===== config.mk =====
export PLATFORM = sky130hd
export DESIGN_NAME = engine_reg_bus_arbiter
export DESIGN_NICKNAME = d
export VERILOG_FILES = /design/src/rtl/engine_reg_pkg.sv /design/src/rtl/engine_rr_pick.sv /design/src/rtl/engine_reg_bus_arbiter.sv
export SDC_FILE = /design/constraint.sdc
export NUM_CORES = 1
export LEC_CHECK = 0
export CAP_MARGIN = 0
export CORE_AREA = 2 2 156 158
export CTS_CLUSTER_DIAMETER = 50
export DETAILED_ROUTE_END_ITERATION = 6
export DIE_AREA = 0 0 158 160
export DONT_BUFFER_PORTS = 1
export GPL_ROUTABILITY_DRIVEN = 1
export SLEW_MARGIN = 40
export SYNTH_ARGS = -nofsm -noshare
export SYNTH_HDL_FRONTEND = slang
export SYNTH_SLANG_ARGS = --single-unit

===== constraint.sdc =====
create_clock -name clock -period 5.4 [get_ports clock]
set_input_delay 0.54 -clock clock [delete_from_list [all_inputs] [get_ports clock]]
set_output_delay 0.54 -clock clock [all_outputs]
set_load 0.1 [all_outputs]

===== src/rtl/engine_reg_pkg.sv =====
// engine_reg_pkg
//   Shared definitions for the Engine control-register bus arbiter:
//   default bus widths and the arbiter FSM state type.
package engine_reg_pkg;

    localparam int ENGINE_ADDR_W  = 33;
    localparam int ENGINE_DATA_W  = 33;
    localparam int ENGINE_RDATA_W = 21;

    typedef enum logic [1:0] {
        IDLE   = 2'd0,
        ACCESS = 2'd1,
        RESP   = 2'd2
    } arb_state_t;

endpackage


===== src/rtl/engine_rr_pick.sv =====
// engine_rr_pick
//   Combinational rotate-priority picker. Scans req starting at ptr and
//   wrapping modulo N; returns the first set request as a one-hot grant and
//   as an index.
//   Ports:
//     req  in  N      request vector
//     ptr  in  PTR_W  scan start position (0..N-1)
//     gnt  out N      one-hot grant, 0 when no request
//     idx  out PTR_W  index of the granted request
//     any  out 1      some request was found
module engine_rr_pick #(
    parameter int N     = 4,
    parameter int PTR_W = 2
) (
    input  logic [N-1:0]     req,
    input  logic [PTR_W-1:0] ptr,
    output logic [N-1:0]     gnt,
    output logic [PTR_W-1:0] idx,
    output logic             any
);

    localparam logic [PTR_W:0] NW  = (PTR_W+1)'(N);
    localparam logic [N-1:0]   ONE = {{(N-1){1'b0}}, 1'b1};

    logic [N-1:0] rot;
    logic [PTR_W:0] pos;

    always_comb begin
        // Doubling the vector turns the wrap-around scan into a plain shift:
        // rot[k] is req[(ptr+k) mod N].
        rot = N'({req, req} >> ptr);
        gnt = '0;
        idx = '0;
        any = 1'b0;
        pos = '0;
        for (int k = 0; k < N; k++) begin
            if (!any && rot[k]) begin
                any = 1'b1;
                pos = {1'b0, ptr} + (PTR_W+1)'(k);
                if (pos >= NW) pos = pos - NW;
                idx = pos[PTR_W-1:0];
            end
        end
        if (any) gnt = ONE << idx;
    end

endmodule


===== src/rtl/engine_reg_bus_arbiter.sv =====
// engine_reg_bus_arbiter
//   Round-robin arbiter sharing the Engine control-register bus between
//   NUM_MASTERS requesters. Each access takes three cycles:
//   IDLE (grant/accept) -> ACCESS (register strobe) -> RESP (done + rdata).
//   Optional feature: define ENGINE_ARB_LOCK_EN to let a master hold the
//   bus across a read-modify-write via m_lock; otherwise m_lock is ignored.
//   Ports:
//     clock, reset          rising-edge clock, synchronous active-high reset
//     m_req/m_we/m_lock     per-master request, write flag, lock request
//     m_addr/m_wdata        packed per-master payload, master i at [i*W +: W]
//     m_gnt                 combinational one-hot accept (IDLE only)
//     m_done/m_rdata        registered completion pulse and read return
//     address/write_enable/write_data/read_enable  register block strobes
//     read_data             combinational read data from register block
module engine_reg_bus_arbiter
    import engine_reg_pkg::*;
#(
    parameter int NUM_MASTERS = 4,
    parameter int ADDR_W      = ENGINE_ADDR_W,
    parameter int DATA_W      = ENGINE_DATA_W,
    parameter int RDATA_W     = ENGINE_RDATA_W
) (
    input  logic                          clock,
    input  logic                          reset,
    input  logic [NUM_MASTERS-1:0]        m_req,
    input  logic [NUM_MASTERS-1:0]        m_we,
    input  logic [NUM_MASTERS-1:0]        m_lock,
    input  logic [NUM_MASTERS*ADDR_W-1:0] m_addr,
    input  logic [NUM_MASTERS*DATA_W-1:0] m_wdata,
    output logic [NUM_MASTERS-1:0]        m_gnt,
    output logic [NUM_MASTERS-1:0]        m_done,
    output logic [RDATA_W-1:0]            m_rdata,
    output logic [ADDR_W-1:0]             address,
    output logic                          write_enable,
    output logic [DATA_W-1:0]             write_data,
    output logic                          read_enable,
    input  logic [RDATA_W-1:0]            read_data
);

    localparam int PTR_W = $clog2(NUM_MASTERS);

    arb_state_t             state;
    logic [PTR_W-1:0]       ptr;
    logic [NUM_MASTERS-1:0] done_sel;   // one-hot owner of the in-flight access

    logic [NUM_MASTERS-1:0] elig;
    logic [NUM_MASTERS-1:0] pick_gnt;
    logic [PTR_W-1:0]       pick_idx;
    logic                   pick_any;
    logic                   accept;

    logic [ADDR_W-1:0]      sel_addr;
    logic [DATA_W-1:0]      sel_wdata;
    logic                   sel_we;
    logic                   sel_lock;

`ifdef ENGINE_ARB_LOCK_EN
    logic                   lock_q;
    logic [NUM_MASTERS-1:0] lock_owner;

    // While locked, only the owner can win; others keep waiting.
    assign elig = lock_q ? (m_req & lock_owner) : m_req;
`else
    logic unused_lock;

    assign elig        = m_req;
    assign unused_lock = ^{m_lock, sel_lock};
`endif

    engine_rr_pick #(
        .N     (NUM_MASTERS),
        .PTR_W (PTR_W)
    ) u_pick (
        .req (elig),
        .ptr (ptr),
        .gnt (pick_gnt),
        .idx (pick_idx),
        .any (pick_any)
    );

    assign m_gnt  = (state == IDLE && !reset) ? pick_gnt : '0;
    assign accept = pick_any && (state == IDLE) && !reset;

    // Winner payload mux.
    always_comb begin
        sel_addr  = '0;
        sel_wdata = '0;
        sel_we    = 1'b0;
        sel_lock  = 1'b0;
        for (int i = 0; i < NUM_MASTERS; i++) begin
            if (pick_gnt[i]) begin
                sel_addr  = m_addr[i*ADDR_W +: ADDR_W];
                sel_wdata = m_wdata[i*DATA_W +: DATA_W];
                sel_we    = m_we[i];
                sel_lock  = m_lock[i];
            end
        end
    end

    always_ff @(posedge clock) begin
        if (reset) begin
            state        <= IDLE;
            ptr          <= '0;
            done_sel     <= '0;
            address      <= '0;
            write_data   <= '0;
            write_enable <= 1'b0;
            read_enable  <= 1'b0;
            m_done       <= '0;
            m_rdata      <= '0;
`ifdef ENGINE_ARB_LOCK_EN
            lock_q       <= 1'b0;
            lock_owner   <= '0;
`endif
        end else begin
            case (state)
                IDLE: begin
                    m_done  <= '0;
                    m_rdata <= '0;
                    if (accept) begin
                        state        <= ACCESS;
                        ptr          <= (pick_idx == PTR_W'(NUM_MASTERS-1)) ? '0 : pick_idx + 1'b1;
                        done_sel     <= pick_gnt;
                        address      <= sel_addr;
                        write_data   <= sel_wdata;
                        write_enable <= sel_we;
                        read_enable  <= !sel_we;
`ifdef ENGINE_ARB_LOCK_EN
                        lock_q       <= sel_lock;
                        lock_owner   <= pick_gnt;
`endif
                    end
                end
                ACCESS: begin
                    state        <= RESP;
                    address      <= '0;
                    write_data   <= '0;
                    write_enable <= 1'b0;
                    read_enable  <= 1'b0;
                    m_done       <= done_sel;
                    // Writes return zero data.
                    m_rdata      <= read_enable ? read_data : '0;
                end
                RESP: begin
                    state   <= IDLE;
                    m_done  <= '0;
                    m_rdata <= '0;
                end
                default: state <= IDLE;
            endcase
        end
    end

endmodule


* After elaboration in Yosys (flattened, before gate mapping)
Cells that the tools add are included.
** Storage, ports and cells
- Bits in registers :: 101
** Cells by class
- Add/subtract/negate cells :: 8
- $lt $le $gt $ge :: 4
- Eq/ne operators :: 4
- Shifts and indexed selects :: 2
- Mux-type cells :: 40
- Reduce and logical (&&, ||, !) cells :: 17
** Operators by type and width (number)
- $mux 33 :: 10
- $pmux 33 s2 :: 2
- $pmux 21 s2 :: 1
- $mux 21 :: 1
- $mux 2 :: 10
- $mux 1 :: 10
- $ge 3x3->1 const B :: 3
- $mux 4 :: 2
- $pmux 4 s2 :: 1
- $shr 8x2->4 :: 1
- $sub 2x1->2 const B :: 4
- $add 2x2->3 const B :: 2
- $logic_and 1x1->1 :: 6
- $logic_not 1->1 :: 5
- $eq 2x2->1 const B :: 2
- $pmux 1 s2 :: 2
- $pmux 2 s2 :: 1
- $reduce_and 2->1 :: 2
- $reduce_bool 2->1 :: 2
- $shl 1x2->4 const A :: 1
- $add 2x1->3 const B :: 1
- $ge 2x3->1 const B :: 1
- $add 2x1->2 const B :: 1
- $eq 2x1->1 const B :: 1
- other kinds (3) :: 3

* Logic depth before layout (Yosys ltp)
Gate-level depths: netlist of the first run.
- Word-level depth :: 20
- Mapped depth :: 12
- Mapped depth without buffers :: 9

* By module
From an unflattened synthesis of the first run, not the netlist that was laid out.
** Unflattened totals
- Cells, all modules :: 600
- Area, all modules :: 5437.7 um^2
** By module, submodules not included
- engine_reg_bus_arbiter :: times used 1, cells an instance 568, area an instance 5255.0 um^2, seq. area each 2021.9 um^2
- engine_rr_pick :: times used 1, cells an instance 32, area an instance 182.7 um^2, seq. area each 0.0 um^2

* Worst setup path after synthesis of the first run
No wires, ideal clock.
- Path type :: in2out
- Start :: input m_req[2]
- End :: output m_gnt[3]
- Data arrival time :: 2.910 ns
- Required time :: 4.860 ns
- Setup slack :: 1.950 ns
- Cell stages on the path :: 7
- Buffers on the path :: 1
- Path through :: inv_1 -> o22ai_1 -> a211oi_1 -> ha_1 -> inv_1 -> clkbuf_1 -> nor2_1
** Between the ends
- Longest elaborated chain between the ends :: 14
- Elaborated cells between the ends (all ways) :: 18
- Classes of those cells :: shift (2); mux (10); reduce/logical (6)
** Ends and longest elaborated chain
- start: declaration :: line engine_reg_bus_arbiter.sv:25 : input logic [NUM_MASTERS-1:0] m_req,
- $shr 8x2->4 (*) :: line engine_rr_pick.sv:31 : rot = N'({req, req} >> ptr);
- $mux 1 :: line engine_rr_pick.sv:37 : if (!any && rot[k]) begin
- $logic_not 1->1 :: line engine_rr_pick.sv:37
- $logic_and 1x1->1 :: line engine_rr_pick.sv:37
- $mux 1 :: line engine_rr_pick.sv:37
- $logic_not 1->1 :: line engine_rr_pick.sv:37
- $logic_and 1x1->1 :: line engine_rr_pick.sv:37
- $mux 1 :: line engine_rr_pick.sv:37
- $logic_not 1->1 :: line engine_rr_pick.sv:37
- $logic_and 1x1->1 :: line engine_rr_pick.sv:37
- $mux 2 :: line engine_rr_pick.sv:37
- $shl 1x2->4 :: line engine_rr_pick.sv:44 : if (any) gnt = ONE << idx;
- $mux 4 (*) :: line engine_rr_pick.sv:44
- $mux 4 (*) :: line engine_reg_bus_arbiter.sv:81 : assign m_gnt = (state == IDLE && !reset) ? pick_gnt : '0;
- end: declaration :: line engine_reg_bus_arbiter.sv:30 : output logic [NUM_MASTERS-1:0] m_gnt,
Every way passes the cells marked *; elsewhere a longest branch is shown, timed or not.

* Worst setup path in the final report of the first run
- Start :: register ptr[0]
- End :: output m_gnt[1]
** Between the ends
- Longest elaborated chain between the ends :: 14
- Elaborated cells between the ends (all ways) :: 33
- Classes of those cells :: add/sub (7); order compare (4); shift (2); mux (14); reduce/logical (6)
** Ends and longest elaborated chain
- start: declaration :: line engine_reg_bus_arbiter.sv:43 : logic [PTR_W-1:0] ptr;
- start signal: assignment :: line engine_reg_bus_arbiter.sv:122 : ptr <= (pick_idx == PTR_W'(NUM_MASTERS-1)) ? '0 : pick_idx + 1'b1;
- parallel branches: the longest is 12 deep, another holds $add 2x1->3
- $mux 4 (*) :: line engine_rr_pick.sv:44
- $mux 4 (*) :: line engine_reg_bus_arbiter.sv:81
Mark *: on every way between the ends.

==> metrics.txt, run 1 <==
total CTS buffers 9; Layout fillers 2645; sequential fraction of the synthesis area 42.18%; number of synthesized flops with an enable pin 0; die width 158 µm; Relative slew margins 44.00%; Post-CTS Resized 0; met1 WL 7105 µm; initial antenna violation count 0; first-pass GRT wire length 24810 µm; I/O Buffers 0; Crit path arrival time 2.81 ns; most frequent cell after synthesis dfxtp_1; syn avg cell area 8.960 µm²; GP Congestion 0.9295; Setup Skew 0.01223 ns; fraction of layout cells with a size suffix above 1 26.59%; Leak 0.001921 µW; RSZ-0062 raised after global routing no; Post-DRT Antenna Nets 0; htree depth 3; # IOs 396; Avg WL per Cell 21.75 µm; clk slew on worst S/H paths 0.08 ns; FF+latch count, synth 101; Synth warnings 0; Die H 160 µm; Worst EP required 4.86 ns; HPWL Detailed 13020 µm; final net count 802; final hold viol count 0; Area Growth Syn to Fin 14.33%; DR DRC count 0; GRT Total Usage 13.04%; Final Max Slew Viols 0; largest cells by area after synthesis dfxtp_1 42%, a22o_1 12%, a221oi_1 12%; clock latency on the worst-skew pair 0.36 ns; uppermost layer routed met4; post-synth top area share 42.18%; net count after synthesis 838; DR vias/cell 5.479; # hold bufs at CTS 0; Maximum Capacitance Violations 0; fin crit share 62.10%; root buffer cell clkbuf_16; TNS Setup 0 ns; largest family of logic cells by synthesized area compound AO/OA/AOI/OAI gates; Setup-failing EPs final 0; Synth Area in Simple Gates 11.38%; Post-synth top cells 101 x dfxtp_1, 96 x nor2_1, 67 x a22o_1, 67 x o22ai_1, 66 x a221oi_1; Layout Utilization 23.01%; maximum fanout along the worst path 33; Starting Density 20.12%; CP Capture Type output pin; Antenna diodes 0; Crit Path Category reg2out; PD cells 544.9 mW/mm²; area of the mapped netlist 0.004793 mm²; floorplan core area 0.02382 mm²; outcome finished clean; Compound-Gate Fraction of Synth Area 38.45%; Post-Synth XOR/XNOR Area 0%; Yosys cell types 32; Synth Area in Adders 1.044%; met2 WL post-DR 8815 µm; Power Total 2986 µW; HP Class in2reg; routed vias 4537; Post-Route WL 18010 µm; Synth Flop Type dfxtp_1; row count 57; Async S/R FF share, synth 0%; crit path launch type register; Worst VDD drop 0.1525 mV; largest net degree at the start of global routing 67; Met3 Routed Length 1865 µm; GR Overflow Total 0; Die Area 0.02528 mm²; DR iter-0 viols 367; Setup Buffers After CTS 0; R2R Setup Slk 2.15 ns; clock buffer depth 2; CTS tree yes; multiplexer share of the synthesized area 0.8353%; clock sinks 101; fmax 0.2982 GHz; Mapped Cells 535; number of detailed-route iterations in the first pass 5; area leader, netlist dfxtp_1; post-route minimum period 3.353 ns; Worst Tran Pin Value 0.8401 ns; vias in the first global route 4199
[flip-flops by register name, summed over array words and instances, names as in the netlist]
signal        cells
address          33
done_sel          4
m_done            4
m_rdata          21
ptr               2
read_enable       1
state             2
write_data       33
write_enable      1
[layout make-up]
| class | count | area, µm² | area share [%] |
|---|---|---|---|
| Timing Repair Buffer | 11 | 97.59 | 1.781 |
| Tap cell | 324 | 405.4 | 7.397 |
| Inverter | 7 | 26.28 | 0.4795 |
| Clock buffer | 9 | 225.2 | 4.110 |
| Multi-Input combinational cell | 369 | 2502 | 45.66 |
| Clock inverter | 7 | 86.33 | 1.575 |
| Sequential cell | 101 | 2137 | 39.00 |
[cells by family (layout without fill, tap and decap cells)]
| group | Yosys count | in the layout |
|---|---|---|
| buf+inv | 65 | 34 |
| simple gates | 125 | 125 |
| mux | 4 | 4 |
| fa+ha+maj | 4 | 4 |
| flops | 101 | 101 |
| compound gates | 236 | 236 |
[layer usage]
layer | track usage [%] | vias to the layer above
li1 | - | 2022
met2 | 22.83 | 296
met5 | 0 | -
met4 | 3.645 | 0
met3 | 4.695 | 20
met1 | 14.82 | 2199
[where the power goes]
part / leakage [µW] / internal [µW] / switching [µW]
Clock: 0.000151 / 334 / 348
Combinational: 0.000905 / 269 / 431
Sequential: 0.000865 / 866 / 739
Total: 0.00192 / 1470 / 1520
[critical path, stage by stage, from the launching register on]
cell and delay [ns]:
dfxtp_1 0.38, nand2b_1 0.13, a21oi_1 0.06, a211oi_1 0.48, ha_2 0.77, and2_2 0.64
[final timing paths]
check,startpoint,to,cells after the start
setup reg to reg,ptr[0]$_SDFFE_PP0P_,address[19]$_SDFFE_PP0P_,9
setup / recovery,ptr[0]$_SDFFE_PP0P_,m_gnt[1],5
hold reg to reg,done_sel[3]$_SDFFE_PP0P_,done_sel[3]$_SDFFE_PP0P_,2
hold / removal,reset,m_rdata[9]$_SDFFE_PP0P_,1
[metrics by stage]
| stage | setup slack [ns] | cells | hold WS (ns) | area (µm²) |
|---|---|---|---|---|
| after floorplan | 1.950 | 535 | 0.4357 | 4793 |
| after global placement | 1.946 | 810 | 0.4379 | 5015 |
| after detailed placement | 1.923 | 810 | 0.4481 | 5139 |
| after CTS | 2.039 | 826 | 0.2132 | 5450 |
| after global routing | 1.845 | 828 | 0.2149 | 5480 |
| final | 2.047 | 828 | 0.2445 | 5480 |
[cell usage in the layout, fill, tap and decap left out, drive strengths merged]
master | synthesis | routed
o2bb2ai | 1 | 1
o22ai | 67 | 67
a21oi | 8 | 8
nor2 | 97 | 97
nand2b | 5 | 5
dfxtp | 101 | 101
a221oi | 66 | 66
and2 | 4 | 4
ha | 4 | 4
nor4 | 1 | 1
a21o | 1 | 1
nor2b | 3 | 3
a221o | 1 | 1
o22a | 1 | 1
a211oi | 2 | 2
nor3 | 2 | 2
nand2 | 11 | 11
inv | 7 | 11
or3 | 1 | 1
mux2i | 4 | 4
clkinv | 0 | 3
or2 | 1 | 1
buf | 26 | 11
clkbuf | 32 | 9
a22o | 67 | 67
a22oi | 22 | 22
Note: power is estimated with default switching activity, not from simulation.
==> run 2: changes to the inputs <==
==> constraint.sdc (replaced) <==
create_clock -name clock -period 3.1 [get_ports clock]
set_input_delay 0.31 -clock clock [delete_from_list [all_inputs] [get_ports clock]]
set_output_delay 0.31 -clock clock [all_outputs]
set_load 0.1 [all_outputs]
==> run 2 against run 1 <==
Against the previous run: die area stayed put; final cell count is 1.3% higher; sequential power is 74% higher; non-clock buffer count is 9 higher; total power is 75% higher; highest routed layer unchanged; worst setup slack worse by 1.8 ns.
==> metrics.txt, run 2 (synthesized netlist as in run 1, its figures left out) <==
number of cells after detailed placement 819 (was 810); CTS tree yes (unchanged); total CTS buffers 9 (unchanged); fmax 0.3448 GHz; Reg power frac 53.3% (was 53.7%); R2R Setup Slk 0.36 ns (was 2.15 ns); Area Growth Syn to Fin 16.73% (was 14.33%); DR iter-0 viols 337 (was 367); HPWL Detailed 13180 µm (was 13020 µm); slowest library cell on the worst path dfxtp_1 (was ha_2); clk slew on worst S/H paths 0.09 ns (was 0.08 ns); CP Capture Type output pin (unchanged); fraction of layout cells with a size suffix above 1 27.49% (was 26.59%); Die H 160 µm (unchanged); Stages on worst setup path 9 (was 5); Maximum Capacitance Violations 0 (unchanged); Setup Skew 0.01459 ns (was 0.01223 ns); vias in the first global route 4296 (was 4199); routed vias 4651 (was 4537); Power Total 5240 µW (was 2986 µW); most used cell, CP buf_4; GP Congestion 0.9387 (was 0.9295); Post-DRT Antenna Nets 0 (unchanged); Clock power frac 22.3% (was 22.8%); Worst Reg-to-Reg Cells 10 (was 9); fin cells 839 (was 828); Crit Path Category reg2out (unchanged); GRT Total Usage 13.05% (was 13.04%); setup ws final 0.1997 ns (was 2.047 ns); I/O Buffers 0 (unchanged); Relative slew margins 57.94% (was 44.00%); final hold viol count 0 (unchanged); initial antenna violation count 2 (was 0); P_int 2589 µW (was 1468 µW); FF-to-FF Start ptr[0]$_SDFFE_PP0P_ (unchanged); Crit path arrival time 2.59 ns (was 2.81 ns); floorplan core area 0.02382 mm² (unchanged); switch share 50.60% (was 50.83%); number of detailed-route iterations in the first pass 5 (unchanged); Final Max Slew Viols 0 (unchanged); Layout fillers 2624 (was 2645); Final Cell Area 0.005595 mm² (was 0.005480 mm²); maximum fanout along the worst path 57 (was 33); Setup-failing EPs final 0 (unchanged); Combinational Power Share 24.4% (was 23.4%); Worst VDD drop 0.2882 mV (was 0.1525 mV); DP Area 0.005273 mm² (was 0.005139 mm²); Worst Tran Pin Value 0.6295 ns (was 0.8401 ns); DR DRC count 0 (unchanged); htree depth 3 (unchanged); die width 158 µm (unchanged); most common cell after layout, fill and taps aside nor2_1 (unchanged); Die Area 0.02528 mm² (unchanged); post-place setup slack 0.4506 ns (was 1.923 ns); # IOs 396 (unchanged); clock latency on the worst-skew pair 0.36 ns (about the same); DR vias/cell 5.544 (was 5.479); sw power 2652 µW (was 1518 µW); capture point of the critical path m_gnt[3] (was m_gnt[1]); final net count 811 (was 802); Crit path max-delay family buffers and inverters (was simple AND/OR/NAND/NOR gates); Starting Density 20.12% (unchanged); Avg WL per Cell 21.31 µm (was 21.75 µm); most frequent cells in the layout 95 x nor2_1, 92 x dfxtp_2, 67 x o22ai_1, 67 x a22o_1, 66 x a221oi_1 (unchanged); outcome finished clean (unchanged); clock buffer depth 2 (unchanged); post-route minimum period 2.900 ns; clock sinks 101 (unchanged); PD cells 936.6 mW/mm² (was 544.9 mW/mm²); row count 57 (unchanged); Largest regs address (33), write_data (33), m_rdata (21) (unchanged); first-pass GRT wire length 24780 µm (was 24810 µm); TNS Setup 0 ns (unchanged); crit path launch type register (unchanged); RSZ-0062 raised after global routing no (unchanged); root buffer cell clkbuf_16 (unchanged); Worst EP required 2.79 ns (was 4.86 ns); fin crit share 93.56%; Crit. Startpoint ptr[0]$_SDFFE_PP0P_ (unchanged); worst path cell trace nand2b_1 > a21oi_1 > a211oi_1 > buf_4 > ha_2 > inv_2 > buf_12 > nor2_2 > buf_4 (was nand2b_1 > a21oi_1 > a211oi_1 > ha_2 > and2_2); Leak 0.001976 µW (was 0.001921 µW); HP Class in2reg (unchanged); GR Overflow Total 0 (unchanged); worst r2r dst address[20]$_SDFFE_PP0P_ (was address[19]$_SDFFE_PP0P_); largest net degree at the start of global routing 67 (unchanged); Post-Route WL 17880 µm (was 18010 µm); WP buf/inv 4 (was 0); peak per-stage delay on the critical path 0.37 ns (was 0.77 ns)
==> run 2: cell types whose count changed in the layout (fill, tap and decap cells not counted), moves of 2 or more <==
| cell | change |
|---|---|
| buf_4 | +3 |
| and2_2 | -2 |
| clkinv_4 | +2 |
| and2_1 | +2 |
| diode_2 | +2 |
| clkinv_8 | -2 |
| buf_8 | -2 |
| buf_12 | +6 |
==> run 2: power groups by stage <==
stage                     Sequential, µW  Combinational [µW]  Clock [µW]
final                               2790                1280        1170
after detailed placement            2830                1260           0
after global routing                2810                1420        1270
after floorplan                     2750                 948           0
after global placement              2780                1230           0
after CTS                           2790                1270        1230
==> run 2: how the worst min path moves through the flow <==
stage | slack, ns | to | startpoint | depth (start not counted)
2_1_floorplan | 0.44 | done_sel[0]$_SDFFE_PP0P_ | done_sel[0]$_SDFFE_PP0P_ | 2
3_3_place_gp | 0.39 | m_rdata[9]$_SDFFE_PP0P_ | reset | 1
3_5_place_dp | 0.39 | m_rdata[9]$_SDFFE_PP0P_ | reset | 1
4_1_cts | 0.1 | m_rdata[2]$_SDFFE_PP0P_ | read_data[2] | 2
5_1_grt | 0.11 | m_rdata[8]$_SDFFE_PP0P_ | read_data[8] | 2
6_report | 0.11 | m_rdata[2]$_SDFFE_PP0P_ | read_data[2] | 2
==> run 2: per-stage QoR <==
step | util, % | hold WS [ns]
finish | 23.49 | 0.1150
global route | 23.49 | 0.1059
CTS | 23.47 | 0.09588
detailed placement | 22.13 | 0.3855
global placement | 21.65 | 0.3868
floorplan | - | 0.4357
==> run 2: final cells by class <==
cell class                 instances  area, µm²  share of cell area [%]
timing repair buffer              20      225.2                   4.025
inverter                           7      26.28                  0.4696
multi-input combinational        369       2497                   44.63
clock inverter                     7      73.82                   1.319
tap                              324      405.4                   7.245
clock buffer                       9      225.2                   4.025
antenna                            2      5.005                 0.08945
sequential                       101       2137                   38.19
==> run 2: per-layer routing <==
layer / GRT usage (%) / vias to the layer above / routed length, µm / part of all wire [%]
met5: 0 / - / 0 / 0
li1: - / 2046 / - / -
met2: 21.23 / 331 / 8341 / 47
met1: 15.36 / 2241 / 7183 / 40
met4: 6.265 / 0 / 528 / 3.0
met3: 4.342 / 33 / 1825 / 10
==> run 2: timing repair <==
| action | in CTS | in global routing |
|---|---|---|
| endpoints found under the setup margin | 0 | 1 |
| resized for setup | 0 | 1 |
| endpoints found under the hold margin | 25 | 0 |
| setup buffers | 0 | 0 |
| hold buffers | 2 | 0 |
